`src/rtl/cnn_split_2out.sv`:
```
// Channel-major stream splitter: the first NUM_CH_NO1 channels of each frame go to
// port no1, the next NUM_CH_NO2 channels go to port no2, then routing wraps to no1.
module cnn_split_2out #(
    parameter int DATA_WIDTH        = 32,
    parameter int CHANNEL_NUM_PIXEL = 612 * 612,
    parameter int NUM_CH_NO1        = 1,
    parameter int NUM_CH_NO2        = 1
) (
    input  logic                  clk,
    input  logic                  reset,
    input  logic                  valid_in,
    input  logic [DATA_WIDTH-1:0] in,
    output logic [DATA_WIDTH-1:0] out_no1,
    output logic                  valid_out_no1,
    output logic [DATA_WIDTH-1:0] out_no2,
    output logic                  valid_out_no2,
    output logic                  frame_done
);

    localparam int PIX_W  = (CHANNEL_NUM_PIXEL > 1) ? $clog2(CHANNEL_NUM_PIXEL) : 1;
    localparam int CH_MAX = (NUM_CH_NO1 > NUM_CH_NO2) ? NUM_CH_NO1 : NUM_CH_NO2;
    localparam int CH_W   = (CH_MAX > 1) ? $clog2(CH_MAX) : 1;

    localparam logic [PIX_W-1:0] PIX_LAST    = PIX_W'(CHANNEL_NUM_PIXEL - 1);
    localparam logic [CH_W-1:0]  CH_LAST_NO1 = CH_W'(NUM_CH_NO1 - 1);
    localparam logic [CH_W-1:0]  CH_LAST_NO2 = CH_W'(NUM_CH_NO2 - 1);
    localparam logic [PIX_W-1:0] PIX_ONE     = PIX_W'(1);
    localparam logic [CH_W-1:0]  CH_ONE      = CH_W'(1);

    typedef enum logic [0:0] {
        ROUTE_NO1 = 1'b0,
        ROUTE_NO2 = 1'b1
    } state_t;

    state_t                state_q, state_d;
    logic [PIX_W-1:0]      pix_cnt_q, pix_cnt_d;
    logic [CH_W-1:0]       ch_cnt_q, ch_cnt_d;
    logic [DATA_WIDTH-1:0] out_no1_q, out_no1_d;
    logic [DATA_WIDTH-1:0] out_no2_q, out_no2_d;
    logic                  valid_out_no1_q, valid_out_no1_d;
    logic                  valid_out_no2_q, valid_out_no2_d;
    logic                  frame_done_q, frame_done_d;
    logic                  last_pix_s;

    assign last_pix_s = (pix_cnt_q == PIX_LAST);

    // Next-state, counter and output-register computation; routing uses the pre-update state.
    always_comb begin
        state_d         = state_q;
        pix_cnt_d       = pix_cnt_q;
        ch_cnt_d        = ch_cnt_q;
        out_no1_d       = out_no1_q;
        out_no2_d       = out_no2_q;
        valid_out_no1_d = 1'b0;
        valid_out_no2_d = 1'b0;
        frame_done_d    = 1'b0;

        if (valid_in) begin
            if (last_pix_s) begin
                pix_cnt_d = {PIX_W{1'b0}};
            end else begin
                pix_cnt_d = pix_cnt_q + PIX_ONE;
            end

            case (state_q)
                ROUTE_NO1: begin
                    out_no1_d       = in;
                    valid_out_no1_d = 1'b1;
                    if (last_pix_s) begin
                        if (ch_cnt_q == CH_LAST_NO1) begin
                            ch_cnt_d = {CH_W{1'b0}};
                            state_d  = ROUTE_NO2;
                        end else begin
                            ch_cnt_d = ch_cnt_q + CH_ONE;
                        end
                    end else begin
                        ch_cnt_d = ch_cnt_q;
                    end
                end
                ROUTE_NO2: begin
                    out_no2_d       = in;
                    valid_out_no2_d = 1'b1;
                    if (last_pix_s) begin
                        if (ch_cnt_q == CH_LAST_NO2) begin
                            ch_cnt_d     = {CH_W{1'b0}};
                            state_d      = ROUTE_NO1;
                            frame_done_d = 1'b1;
                        end else begin
                            ch_cnt_d = ch_cnt_q + CH_ONE;
                        end
                    end else begin
                        ch_cnt_d = ch_cnt_q;
                    end
                end
                default: begin
                    // Unreachable encoding: resynchronise to the start of a frame.
                    state_d   = ROUTE_NO1;
                    pix_cnt_d = {PIX_W{1'b0}};
                    ch_cnt_d  = {CH_W{1'b0}};
                end
            endcase
        end else begin
            pix_cnt_d = pix_cnt_q;
            ch_cnt_d  = ch_cnt_q;
        end
    end

    // State, counters and output registers with asynchronous active-low reset.
    always_ff @(posedge clk or negedge reset) begin
        if (!reset) begin
            state_q         <= ROUTE_NO1;
            pix_cnt_q       <= {PIX_W{1'b0}};
            ch_cnt_q        <= {CH_W{1'b0}};
            out_no1_q       <= {DATA_WIDTH{1'b0}};
            out_no2_q       <= {DATA_WIDTH{1'b0}};
            valid_out_no1_q <= 1'b0;
            valid_out_no2_q <= 1'b0;
            frame_done_q    <= 1'b0;
        end else begin
            state_q         <= state_d;
            pix_cnt_q       <= pix_cnt_d;
            ch_cnt_q        <= ch_cnt_d;
            out_no1_q       <= out_no1_d;
            out_no2_q       <= out_no2_d;
            valid_out_no1_q <= valid_out_no1_d;
            valid_out_no2_q <= valid_out_no2_d;
            frame_done_q    <= frame_done_d;
        end
    end

    assign out_no1       = out_no1_q;
    assign out_no2       = out_no2_q;
    assign valid_out_no1 = valid_out_no1_q;
    assign valid_out_no2 = valid_out_no2_q;
    assign frame_done    = frame_done_q;

endmodule

```
`config.mk`:
```
export PLATFORM = sky130hd
export DESIGN_NAME = cnn_split_2out
export DESIGN_NICKNAME = d
export VERILOG_FILES = /design/src/rtl/cnn_split_2out.sv
export SDC_FILE = /design/constraint.sdc
export NUM_CORES = 1
export LEC_CHECK = 0
export CAP_MARGIN = 15
export CORE_MARGIN = 5
export CORE_UTILIZATION = 47
export CTS_CLUSTER_DIAMETER = 50
export DETAILED_ROUTE_END_ITERATION = 12
export GPL_ROUTABILITY_DRIVEN = 0
export PLACE_DENSITY = 0.84
export SYNTH_ARGS = -nofsm -noshare
export SYNTH_HDL_FRONTEND = slang
export SYNTH_SLANG_ARGS = --single-unit
```
`constraint.sdc`:
```
create_clock -name clk -period 1.9 [get_ports clk]
set_clock_uncertainty 0.15 [all_clocks]
set_input_delay 0.19 -clock clk [delete_from_list [all_inputs] [get_ports clk]]
set_output_delay 0.19 -clock clk [all_outputs]
set_load 0.01 [all_outputs]
```
# Word level (Yosys, flattened, before mapping)
# Index checks and enable logic that the tools add are counted.
word_totals:
  ff_bits: 88
  input_bits: 35
  out_inout_bits: 67
  wordCells: 29
op_classes:
  addsub: 2
  n_eq_ne: 1
  n_mux: 14
  n_bitwise: 1
  n_reduce_logical: 3
ops:
  columns: ["operator", "count"]
  rows:
  - ["adder 19 x 1 -> 19 bit (second input constant)", 1]
  - ["equality test 19 bit (second input constant)", 1]
  - ["two-way mux 19 bit", 1]
  - ["two-way mux 1 bit", 12]
  - ["AND reduction 2 bit", 3]
  - ["one-hot mux 1 bit (2 select lines)", 1]
  - ["adder 1 bit (second input constant)", 1]
  - ["NOT 1 bit", 1]

# Longest topological paths before layout
# Gate-level depths: netlist of run 1.
logic_depth:
  ltp_word: 4
  depth_mapped: 6
  depth_no_buf: 5

# Worst setup path after synthesis of run 1
# No wires, ideal clock.
synth_timing:
  path_kind: "reg-to-reg"
  start: "register pix_cnt_q[11]"
  end: "register state_q"
  setup_time_ns: 0.125
  t_arrival_ns: 1.470
  required_ns: 1.625
  setup_slack_ns: 0.156
  path_stages_with_launch: 6
  n_path_buf: 0
  synth_period_minus_slack_ns: 1.744
  cell_sequence: "dfrtp_1 -> nor4b_1 -> nand2_1 -> nor2_1 -> ha_1 -> mux2_2"
synth_between:
  elab_chain_cells: 3
  elab_cells_between_ends: 4
  cone_classes: "1 x eq/ne; 3 x mux"
synth_rtl:
  columns: ["element", "line", "rtl"]
  rows:
  - ["from (decl)", "36", "logic [PIX_W-1:0] pix_cnt_q, pix_cnt_d;"]
  - ["from (signal assigned)", "112", "pix_cnt_q <= {PIX_W{1'b0}};"]
  - ["from (signal assigned)", "121", "pix_cnt_q <= pix_cnt_d;"]
  - ["equality test 19 bit *", "45", "assign last_pix_s = (pix_cnt_q == PIX_LAST);"]
  - ["two-way mux 1 bit (on tied branches)", "83, 69", null]
  - ["one-hot mux 1 bit (2 select lines) *", "65", "case (state_q)"]
  - ["to (signal assigned)", "120", "state_q <= state_d;"]
  - ["to (decl)", "35", "state_t state_q, state_d;"]
# Mark *: on every way between the ends. The rest lies on a longest branch, timed or not.
# A chain may end at the register's enable or synchronous reset.

# Worst setup path in the final report of run 1
layout_timing:
  start: "register pix_cnt_q[5]"
  end: "register state_q"
# The elaborated chain is that of the path after synthesis.

==> results by group, run 1 <==
STA
  – Final setup margin: 98.40 ps
  – Finish-stage setup viols: 0
  – Final slew viol count: 0
  – F_max: 0.5551 GHz
  – Fin. Hold Viols: 0
  – Final cycle utilization of the critical path: 94.82%
  – Max-slew headroom: 73.37%
  – Hold slack: 154.2 ps
  – Tmin final: 1802 ps
  – Worst slew pin tran: 399.5 ps
  – RSZ-0062 raised after global routing: no

Layout
  – Share of cells above drive strength 1: 27.60%
  – Area Overhead vs Synth: 41.71%
  – Ant diodes: 0
  – Final core utilization: 68.18%
  – Fin cells: 465
  – Fin area: 4918 sq um
  – Fin nets: 398
  – Final-layout fill cell count: 553

Clock network
  – Sink Count: 87
  – Total CTS buffers: 9
  – Worst-path clk slew: 90 ps
  – CTS tree: built
  – H-tree depth: 3
  – Longest Clk Path Bufs: 2
  – CTS root buf: clkbuf_8
  – Clk_lat worst skew: 350 ps

Worst hold path
  – Hold Path Class: in2async

Routing
  – DRC: 0
  – Total wire length: 7689 microns
  – Detailed-route wire length per cell: 16.54 microns
  – Vias: 2383
  – Pre-Repair DR Iteration Count: 4
  – Post-DRT Antenna Nets: 0
  – Initial DRC count: 111
  – Vias/cell: 5.125

Worst setup path
  – Data required time at the worst endpoint: 1990 ps
  – Crit end category: flip-flop
  – Crit path largest cell delay: 440 ps
  – Startpoint Class: flip-flop
  – Slowest cell on the critical path: dfrtp_1
  – Crit Path Class: reg2reg
  – Cells on worst reg2reg path: 5
  – CP max FO: 5
  – Cells along the critical path: nor4b_1 > nand2_1 > nor2_1 > ha_1 > mux2_2
  – R2r setup slk: 100 ps
  – CP Data Arrival Time: 1890 ps

Synth
  – Mapped cell area: 3471 sq um
  – Sequential area share after synthesis: 62.73%
  – Seq cells post-synth: 87
  – Syn Nets: 278
  – Synth Warn #: 0
  – Mapped Cells: 241
  – Syn Area/Cell: 14.40 sq um
  – Yosys cell types: 27

GRT
  – Overall global routing resource usage: 17.85%
  – Wire length of the first global-routing pass: 12470 microns
  – Largest net degree at the start of global routing: 41
  – Gr ovfl total: 0
  – Initial antenna violation count: 0
  – Vias in the first global route: 2554

Floorplanning
  – Area of the core: 7214 sq um
  – Initial Util: 48.11%
  – Rows: 31
  – DIE AREA: 9204 sq um
  – Die height: 95.94 microns
  – Die Wd: 95.94 microns
  – # IOs: 102

Place
  – PortBufs: 101
  – Post-DP HPWL: 5834 microns
  – Place WS: -2.823 ps
  – Post-DP Area: 4712 sq um
  – Placed insts: 448

Power
  – Pleak: 2.206 nW
  – Peak supply drop: 0.0004522 V
  – PwrDens: 791.8 nW/um^2

Status
  – Status: completed

Flow run
  – Max Cap Violations: 0
==> critical path, delay by kind of cell, from the launching register on <==
family / cells / cell delay (ps)
adder cells (fa/ha/maj): 1 / 250
flip-flops: 1 / 440
multiplexers: 1 / 260
AND/OR/NAND/NOR: 3 / 580
==> cell families (layout without fill, tap and decap cells) <==
logic type	Yosys count	in the layout	synth area share (%)
compound gates	12	12	1.838
buf+inv	12	137	1.947
fa+ha+maj	2	2	0.7209
simple gates	51	51	8.652
xor+xnor	12	12	3.028
flops	87	87	62.73
mux	65	65	21.09
==> cell usage after synthesis (all sizes together) <==
library cell / instances / share of area, %
or3: 5 / 0.90
xor2: 6 / 1.5
mux2: 65 / 21
xnor2: 6 / 1.5
nor2: 9 / 0.97
nand2b: 1 / 0.18
dfrtp: 87 / 63
and2: 1 / 0.18
and4: 5 / 1.3
nand4: 6 / 1.5
and3: 1 / 0.18
nor4b: 2 / 0.50
and4b: 1 / 0.29
inv: 3 / 0.32
buf: 9 / 1.6
ha: 2 / 0.72
o21ai: 6 / 0.87
a21oi: 5 / 0.72
nand2: 11 / 1.2
o2bb2ai: 1 / 0.25
nand3: 7 / 1.0
nor3: 2 / 0.43
==> cell usage in the layout, fill, tap and decap left out, drive strengths merged <==
cell type / netlist / layout
dlygate4sd3: 0 / 1
nand2b: 1 / 1
ha: 2 / 2
clkinvlp: 0 / 2
clkdlybuf4s50: 0 / 100
and4: 5 / 5
nor3: 2 / 2
clkbuf: 0 / 11
nor4b: 2 / 2
nand2: 11 / 11
inv: 3 / 3
o21ai: 6 / 6
dfrtp: 87 / 87
nand4: 6 / 6
bufinv: 0 / 1
xnor2: 6 / 6
nand3: 7 / 7
and2: 1 / 1
buf: 9 / 17
or3: 5 / 5
and4b: 1 / 1
xor2: 6 / 6
clkinv: 0 / 2
nor2: 9 / 9
a21oi: 5 / 5
o2bb2ai: 1 / 1
mux2: 65 / 65
and3: 1 / 1
==> stage by stage <==
step	total power, mW	setup TNS, ps
after floorplan	2.315	0
after global placement	2.661	0
after detailed placement	2.679	-2.823
after CTS	3.935	0
after global routing	4.075	0
final	3.894	0
==> metal layers <==
layer	GRT usage [%]	vias up	share of wire [%]
met5	0	-	0
met4	6.991	0	1.9
met3	7.428	11	8.5
met2	29.36	71	51
met1	20.73	1211	39
li1	-	1090	-
==> sequential cells by signal (all words and copies together) (netlist names) <==
signal and cells:
pix_cnt_q 19, out_no2 32, state_q 1, valid_out_no2 1, frame_done 1, out_no1 32
valid_out_no1 1
==> where the power goes <==
| part | internal, mW | total, mW | switching [mW] |
|---|---|---|---|
| registers | 1.98 | 2.07 | 0.0981 |
| logic | 0.335 | 0.563 | 0.228 |
| clock network | 0.609 | 1.26 | 0.649 |
==> final cells by class <==
type,instances,area [sq um],area share [%]
clock inverters,5,58.81,1.196
repair buffers,118,1176,23.91
multi-input cells,142,1240,25.21
well taps,99,123.9,2.518
inverters,3,11.26,0.2289
clock buffers,11,131.4,2.671
flip-flops and latches,87,2177,44.26
==> what timing repair did <==
item / in CTS / in global routing
endpoints found under the hold margin: 68 / 0
hold buffers: 1 / 0
gates resized for setup: 0 / 1
endpoints found under the setup margin: 0 / 1
setup buffers: 0 / 0
==> worst paths after layout <==
kind / startpoint / endpoint
setup / recovery: pix_cnt_q[5] / state_q
hold / removal: reset / out_no2[12]
setup reg to reg: pix_cnt_q[5] / state_q
hold reg to reg: out_no2[29] / out_no2[29]
max in group asynchronous: reset / out_no1[14]
min in group clk: in[2] / out_no1[2]
(Power assumes the default switching activity.)
==> run 2: changes to the inputs <==
--- a/config.mk
+++ b/config.mk
@@ -5,13 +5,12 @@
 export SDC_FILE = /design/constraint.sdc
 export NUM_CORES = 1
 export LEC_CHECK = 0
-export CAP_MARGIN = 15
 export CORE_MARGIN = 5
-export CORE_UTILIZATION = 47
+export CORE_UTILIZATION = 42
 export CTS_CLUSTER_DIAMETER = 50
 export DETAILED_ROUTE_END_ITERATION = 12
 export GPL_ROUTABILITY_DRIVEN = 0
-export PLACE_DENSITY = 0.84
+export PLACE_DENSITY = 0.79
 export SYNTH_ARGS = -nofsm -noshare
 export SYNTH_HDL_FRONTEND = slang
 export SYNTH_SLANG_ARGS = --single-unit
==> constraint.sdc (replaced) <==
create_clock -name clk -period 1.6 [get_ports clk]
set_clock_uncertainty 0.15 [all_clocks]
set_input_delay 0.16 -clock clk [delete_from_list [all_inputs] [get_ports clk]]
set_output_delay 0.16 -clock clk [all_outputs]
set_load 0.01 [all_outputs]
==> run 2 against run 1 <==
  * The flow now finishes with violations (negative setup slack)
  * Maximum frequency up 2.5%
  * Design area up 8.9%
  * Sequential share of layout area down 3.6 points
  * Largest cell class unchanged
  * Largest power group unchanged
==> results by group, run 2 (synthesis gave the netlist of run 1 again) <==
Status
  – Status: finished with violations
  – Failing checks: negative setup slack

Place
  – PortBufs: 101 (unchanged)
  – Post-DP HPWL: 5596 microns (-4.1%)

Clock network
  – Clk_lat worst skew: 350 ps (about the same)
  – CTS root buf: clkbuf_8
  – Sink Count: 87 (unchanged)
  – H-tree depth: 3 (unchanged)
  – Worst-path clk slew: 90 ps (about the same)
  – CTS tree: built
  – Longest Clk Path Bufs: 2 (unchanged)
  – Total CTS buffers: 9 (unchanged)

STA
  – Fin. Hold Viols: 0 (unchanged)
  – Final cycle utilization of the critical path: 109.9% (+15 points)
  – Finish-stage setup viols: 12 (+12)
  – Final setup margin: -157.9 ps (-256.3 ps)
  – RSZ-0062 raised after global routing: yes
  – Tmin final: 1758 ps (-43.72 ps)
  – Max-slew headroom: 76.12% (+2.7 points)
  – Setup TNS: -847.5 ps (-847.5 ps)
  – Worst slew pin tran: 358.2 ps (-41.23 ps)
  – Final slew viol count: 0 (unchanged)
  – F_max: 0.5689 GHz (+2.5%)

Power
  – Peak supply drop: 0.0005151 V (+14%)
  – Internal power: 3.644 mW (+25%)
  – Clock power share: 33.2% (+0.9 points)
  – Pleak: 3.190 nW (+45%)
  – Combinational fraction of design power: 16.4% (+1.9 points)
  – Sw frac: 24.99% (-0.037 points)
  – Sequential power share: 50.4% (-2.8 points)
  – Pwr Total: 4.858 mW (+25%)
  – PwrDens: 906.7 nW/um^2 (+15%)
  – P_sw: 1.214 mW (+25%)

Routing
  – Post-DRT Antenna Nets: 0 (unchanged)
  – Vias: 2456 (+3.1%)
  – DRC: 0 (unchanged)
  – Detailed-route wire length per cell: 16.41 microns (-0.75%)
  – Pre-Repair DR Iteration Count: 4 (unchanged)
  – Vias/cell: 4.962 (-3.2%)
  – Total wire length: 8124 microns (+5.7%)
  – Initial DRC count: 115 (+3.6%)

Layout
  – Final-layout fill cell count: 583 (+5.4%)
  – Share of cells above drive strength 1: 34.62% (+7.0 points)
  – Most common library cell in the layout ignoring fill and taps: dfrtp_1
  – Ant diodes: 0 (unchanged)
  – Area Overhead vs Synth: 54.36%
  – Area of the multi-input gates: 1303 sq um (+5.0%)
  – Fin nets: 422 (+6.0%)
  – Seq. cell area: 2177 sq um (unchanged)
  – Commonest non-fill, non-tap cells in the layout: dfrtp_1, mux2_2, dlymetal6s2s_1

Floorplanning
  – Die height: 100.9 microns (+5.2%)
  – Area of the core: 8134 sq um (+13%)
  – Initial Util: 42.67% (-5.4 points)
  – Rows: 33 (+6.5%)
  – # IOs: 102 (unchanged)
  – DIE AREA: 10180 sq um (+11%)
  – Die Wd: 100.9 microns (+5.2%)

Flow run
  – Max Cap Violations: 0 (unchanged)

Worst setup path
  – Cells on worst reg2reg path: 4 (-1)
  – R2r setup slk: -160 ps (-260 ps)
  – CP max FO: 5 (unchanged)
  – Worst r2r src: pix_cnt_q[6]
  – Crit end category: flip-flop
  – Crit Path Class: reg2reg
  – Crit path from: pix_cnt_q[6]
  – Data required time at the worst endpoint: 1690 ps (-300 ps)
  – FF-to-FF End: pix_cnt_q[14]
  – Startpoint Class: flip-flop
  – CP Data Arrival Time: 1850 ps (-40 ps)

GRT
  – Largest net degree at the start of global routing: 34 (-17%)
  – Initial antenna violation count: 0 (unchanged)
  – Wire length of the first global-routing pass: 13230 microns (+6.1%)
  – Overall global routing resource usage: 16.69% (-1.2 points)
  – Vias in the first global route: 2688 (+5.2%)
  – Gr ovfl total: 0 (unchanged)

Worst hold path
  – Hold Path Class: in2async
## run 2: worst max-delay path, stage by stage (launching register included)
cell	delay (ps)
dfrtp_1	450
and4_2	370
nand3_2	120
or3_4	420
xnor2_2	140
## run 2: final cells by class
class | instances | area share (%)
Clock buffer | 11 | 2.826
Clock inverter | 5 | 1.191
Timing Repair Buffer | 142 | 28.37
Multi-Input combinational cell | 142 | 24.31
Tap cell | 105 | 2.452
Inverter | 3 | 0.2102
Sequential cell | 87 | 40.64
## run 2: repair_timing
| item | CTS | global route |
|---|---|---|
| pin swaps | 7 | 3 |
| gates cloned | 1 | 0 |
| hold buffers | 1 | 0 |
| hold endpoints to repair | 87 | 0 |
| endpoints found under the setup margin | 13 | 72 |
| resized for setup | 11 | 62 |
| buffers inserted | 3 | 0 |
## run 2: per-layer routing
layer	wire length (microns)	vias up	global-route usage, %
met5	0	-	0
met4	111	0	4.703
met3	606	12	6.505
met2	4200	75	28.15
met1	3205	1230	19.86
li1	-	1139	-
## run 2: worst max-delay path by stage
stage	slack, ps	to
floorplan	-70	state_q
global placement	-200	out_no1[0]
detailed placement	-240	out_no1[11]
global route	-240	state_q
finish	-160	pix_cnt_q[14]
CTS	-150	state_q
## run 2: metrics by stage
stage / hold slack, ps / area [sq um] / std cells / utilization, % / setup WS (ps)
after detailed placement: -43.42 / 4900 / 474 / 60.24 / -235.9
after global routing: 144.9 / 5358 / 495 / 65.87 / -235.9
after floorplan: -285.6 / 3492 / 241 / - / -65.45
final: 111.8 / 5358 / 495 / 65.87 / -157.9
after CTS: 125.2 / 5189 / 495 / 63.79 / -151.5
after global placement: -48.51 / 4900 / 474 / 60.24 / -195.9
## run 2: power by group through the flow
stage	combinational [mW]	sequential, mW	clock (mW)
after global routing	0.867	2.47	1.76
after detailed placement	0.797	2.48	0
after floorplan	0.220	2.54	0
after CTS	0.816	2.44	1.65
final	0.796	2.45	1.61
after global placement	0.779	2.48	0
==> run 3: changes to the inputs <==
--- a/config.mk
+++ b/config.mk
@@ -11,6 +11,7 @@
 export DETAILED_ROUTE_END_ITERATION = 12
 export GPL_ROUTABILITY_DRIVEN = 0
 export PLACE_DENSITY = 0.79
+export SLEW_MARGIN = 20
 export SYNTH_ARGS = -nofsm -noshare
 export SYNTH_HDL_FRONTEND = slang
 export SYNTH_SLANG_ARGS = --single-unit
==> results of run 3 <==
No change in the layout: final DEF, timing and power equal those of run 2.
==> variant (settings of run 2) <==
Register the output `out_no2` once more; this adds one clock of latency there. The other outputs are not delayed to match.
--- a/src/rtl/cnn_split_2out.sv
+++ b/src/rtl/cnn_split_2out.sv
@@ -129,7 +129,9 @@
     end
 
     assign out_no1       = out_no1_q;
-    assign out_no2       = out_no2_q;
+    always_ff @(posedge clk) begin
+        out_no2 <= out_no2_q;
+    end
     assign valid_out_no1 = valid_out_no1_q;
     assign valid_out_no2 = valid_out_no2_q;
     assign frame_done    = frame_done_q;
Behaviour: no difference found for any inputs over 10 cycles, from zero or initial values and one cycle with reset low; that may be too few to reach the edited logic, so the function may still have changed.
==> variant against run 2 <==
The flow still finishes with violations (setup timing). Maximum frequency is 12% lower. Setup slack worse by 0.24 ns. Final area is 18% higher. Area after synthesis is 18% higher. Synthesized cell count is 14% higher. Power is 65% higher. Sequential cell count is 32 higher. Wire length is 13% higher. Largest cell class unchanged.
==> variant: results (changes against run 2) <==
| Metric | Value |
|---|---|
| CP arrival | `2.24 ns (+0.39 ns)` |
| HPWL after detailed placement | `6080 um (+8.6%)` |
| Total negative slack | `-2.17 ns (-1.32 ns)` |
| Syn nets | `311 (+12%)` |
| Met3 Usage GRT | `0.0557 (-0.00940)` |
| Met3 wire length | `546 um (-9.9%)` |
| Total Routed Length | `9210 um (+13%)` |
| Pleak | `3.03 nW (-4.9%)` |
| Signal buffers | `147 (+3.5%)` |
| Final setup viols | `16 (+4)` |
| Top post-synthesis cells by area | `dfrtp_1, mux2_2, dfxtp_1` |
| WL met2 | `4610 um (+9.8%)` |
| P_comb | `889 uW (+12%)` |
| Slowest CP cell | `nor4_1` |
| M1 WL | `3890 um (+21%)` |
| Asr flop ratio synth | `0.731 (-0.269)` |
| Synth Area in Compound Gates | `0.0143 (-0.00406)` |
| Area occupied by multi-input gates | `1350 um2 (+3.4%)` |
| Layout cells sized above 1 | `0.362 (+0.0156)` |
| Final WS setup | `-0.394 ns (-0.236 ns)` |
| Crit path from | `pix_cnt_q[0]$_DFFE_PN0P_` |
| Vias in the first global route | `2868 (+6.7%)` |
| Via Count | `2733 (+11%)` |
| Post-synthesis sequential area ratio | `0.687 (+0.0593)` |
| Post-synthesis mux area share | `0.178 (-0.0325)` |
| Placed Instances | `540 (+14%)` |
| Grt met2 use | `0.269 (-0.0128)` |
| Synth Area in Adders | `0.00610 (-0.00111)` |
| Clock Latency Late Sink | `0.51 ns (+0.16 ns)` |
| Cts bufs inserted | `17 (+8)` |
| Clock-net power | `3.89 mW (+140%)` |
| Post-Synth XOR/XNOR Area | `0.0277 (-0.00254)` |
| CTS Hold Bufs | `2 (+1)` |
| Min Hold Slack | `0.0838 ns (-0.0280 ns)` |
| Data buffer area share | `0.213 (-0.0709)` |
| R2R depth | `6 (+2)` |
| Met1 Resource Use GR | `0.203 (+0.00478)` |
| DP Area | `5610 um2 (+14%)` |
| Gr usage total | `0.165 (-0.00215)` |
| Average cell area after synthesis | `15.0 um2 (+4.0%)` |
| Least-Margin Pin Slew | `0.613 ns (+0.254 ns)` |
| Avg WL per Cell | `15.9 um (-3.0%)` |
| Crit path max fanout | `3 (-2)` |
| Synth cell types | `34 (+26%)` |
| Switching part of the total power | `0.240 (-0.00989)` |
| Max VDD drop | `0.000818 V (+59%)` |
| Clock buffer cells | `18 (+7)` |
| Failing checks | `setup timing` |
| Largest net degree at the start of global routing | `74 (+120%)` |
| H-tree Lvls | `4 (+1)` |
| Status | `finished, violations left` |
-- variant: changes by cell type in the layout (fill, tap and decap cells not counted), moves of 4 or more --
cell,change
xnor2_1,+5
o21ai_0,-5
dlymetal6s2s_1,-58
clkbuf_16,+16
dfxtp_1,+32
a21oi_1,-4
nor2_2,+5
mux2_1,+5
clkbuf_8,-9
inv_6,+5
clkdlybuf4s50_1,-8
mux2_2,-4
dlygate4sd2_1,+66
nor2_1,-5
-- variant: kinds of logic (layout without fill, tap and decap cells) --
family,count (synthesis),count (layout)
xor+xnor,13,13
buf+inv,11,182
simple gates,54,54
fa+ha+maj,2,2
compound gates,10,10
flops,119,119
mux,65,65
-- variant: critical path: cells and delay by family (launching register included) --
family                     cells  cell delay, ns
xor gates and xnor gates       1            0.21
adders and majority gates      1            0.20
buffers and inverters          1            0.10
DFF                            1            0.36
and+or+nand+nor                3            0.86
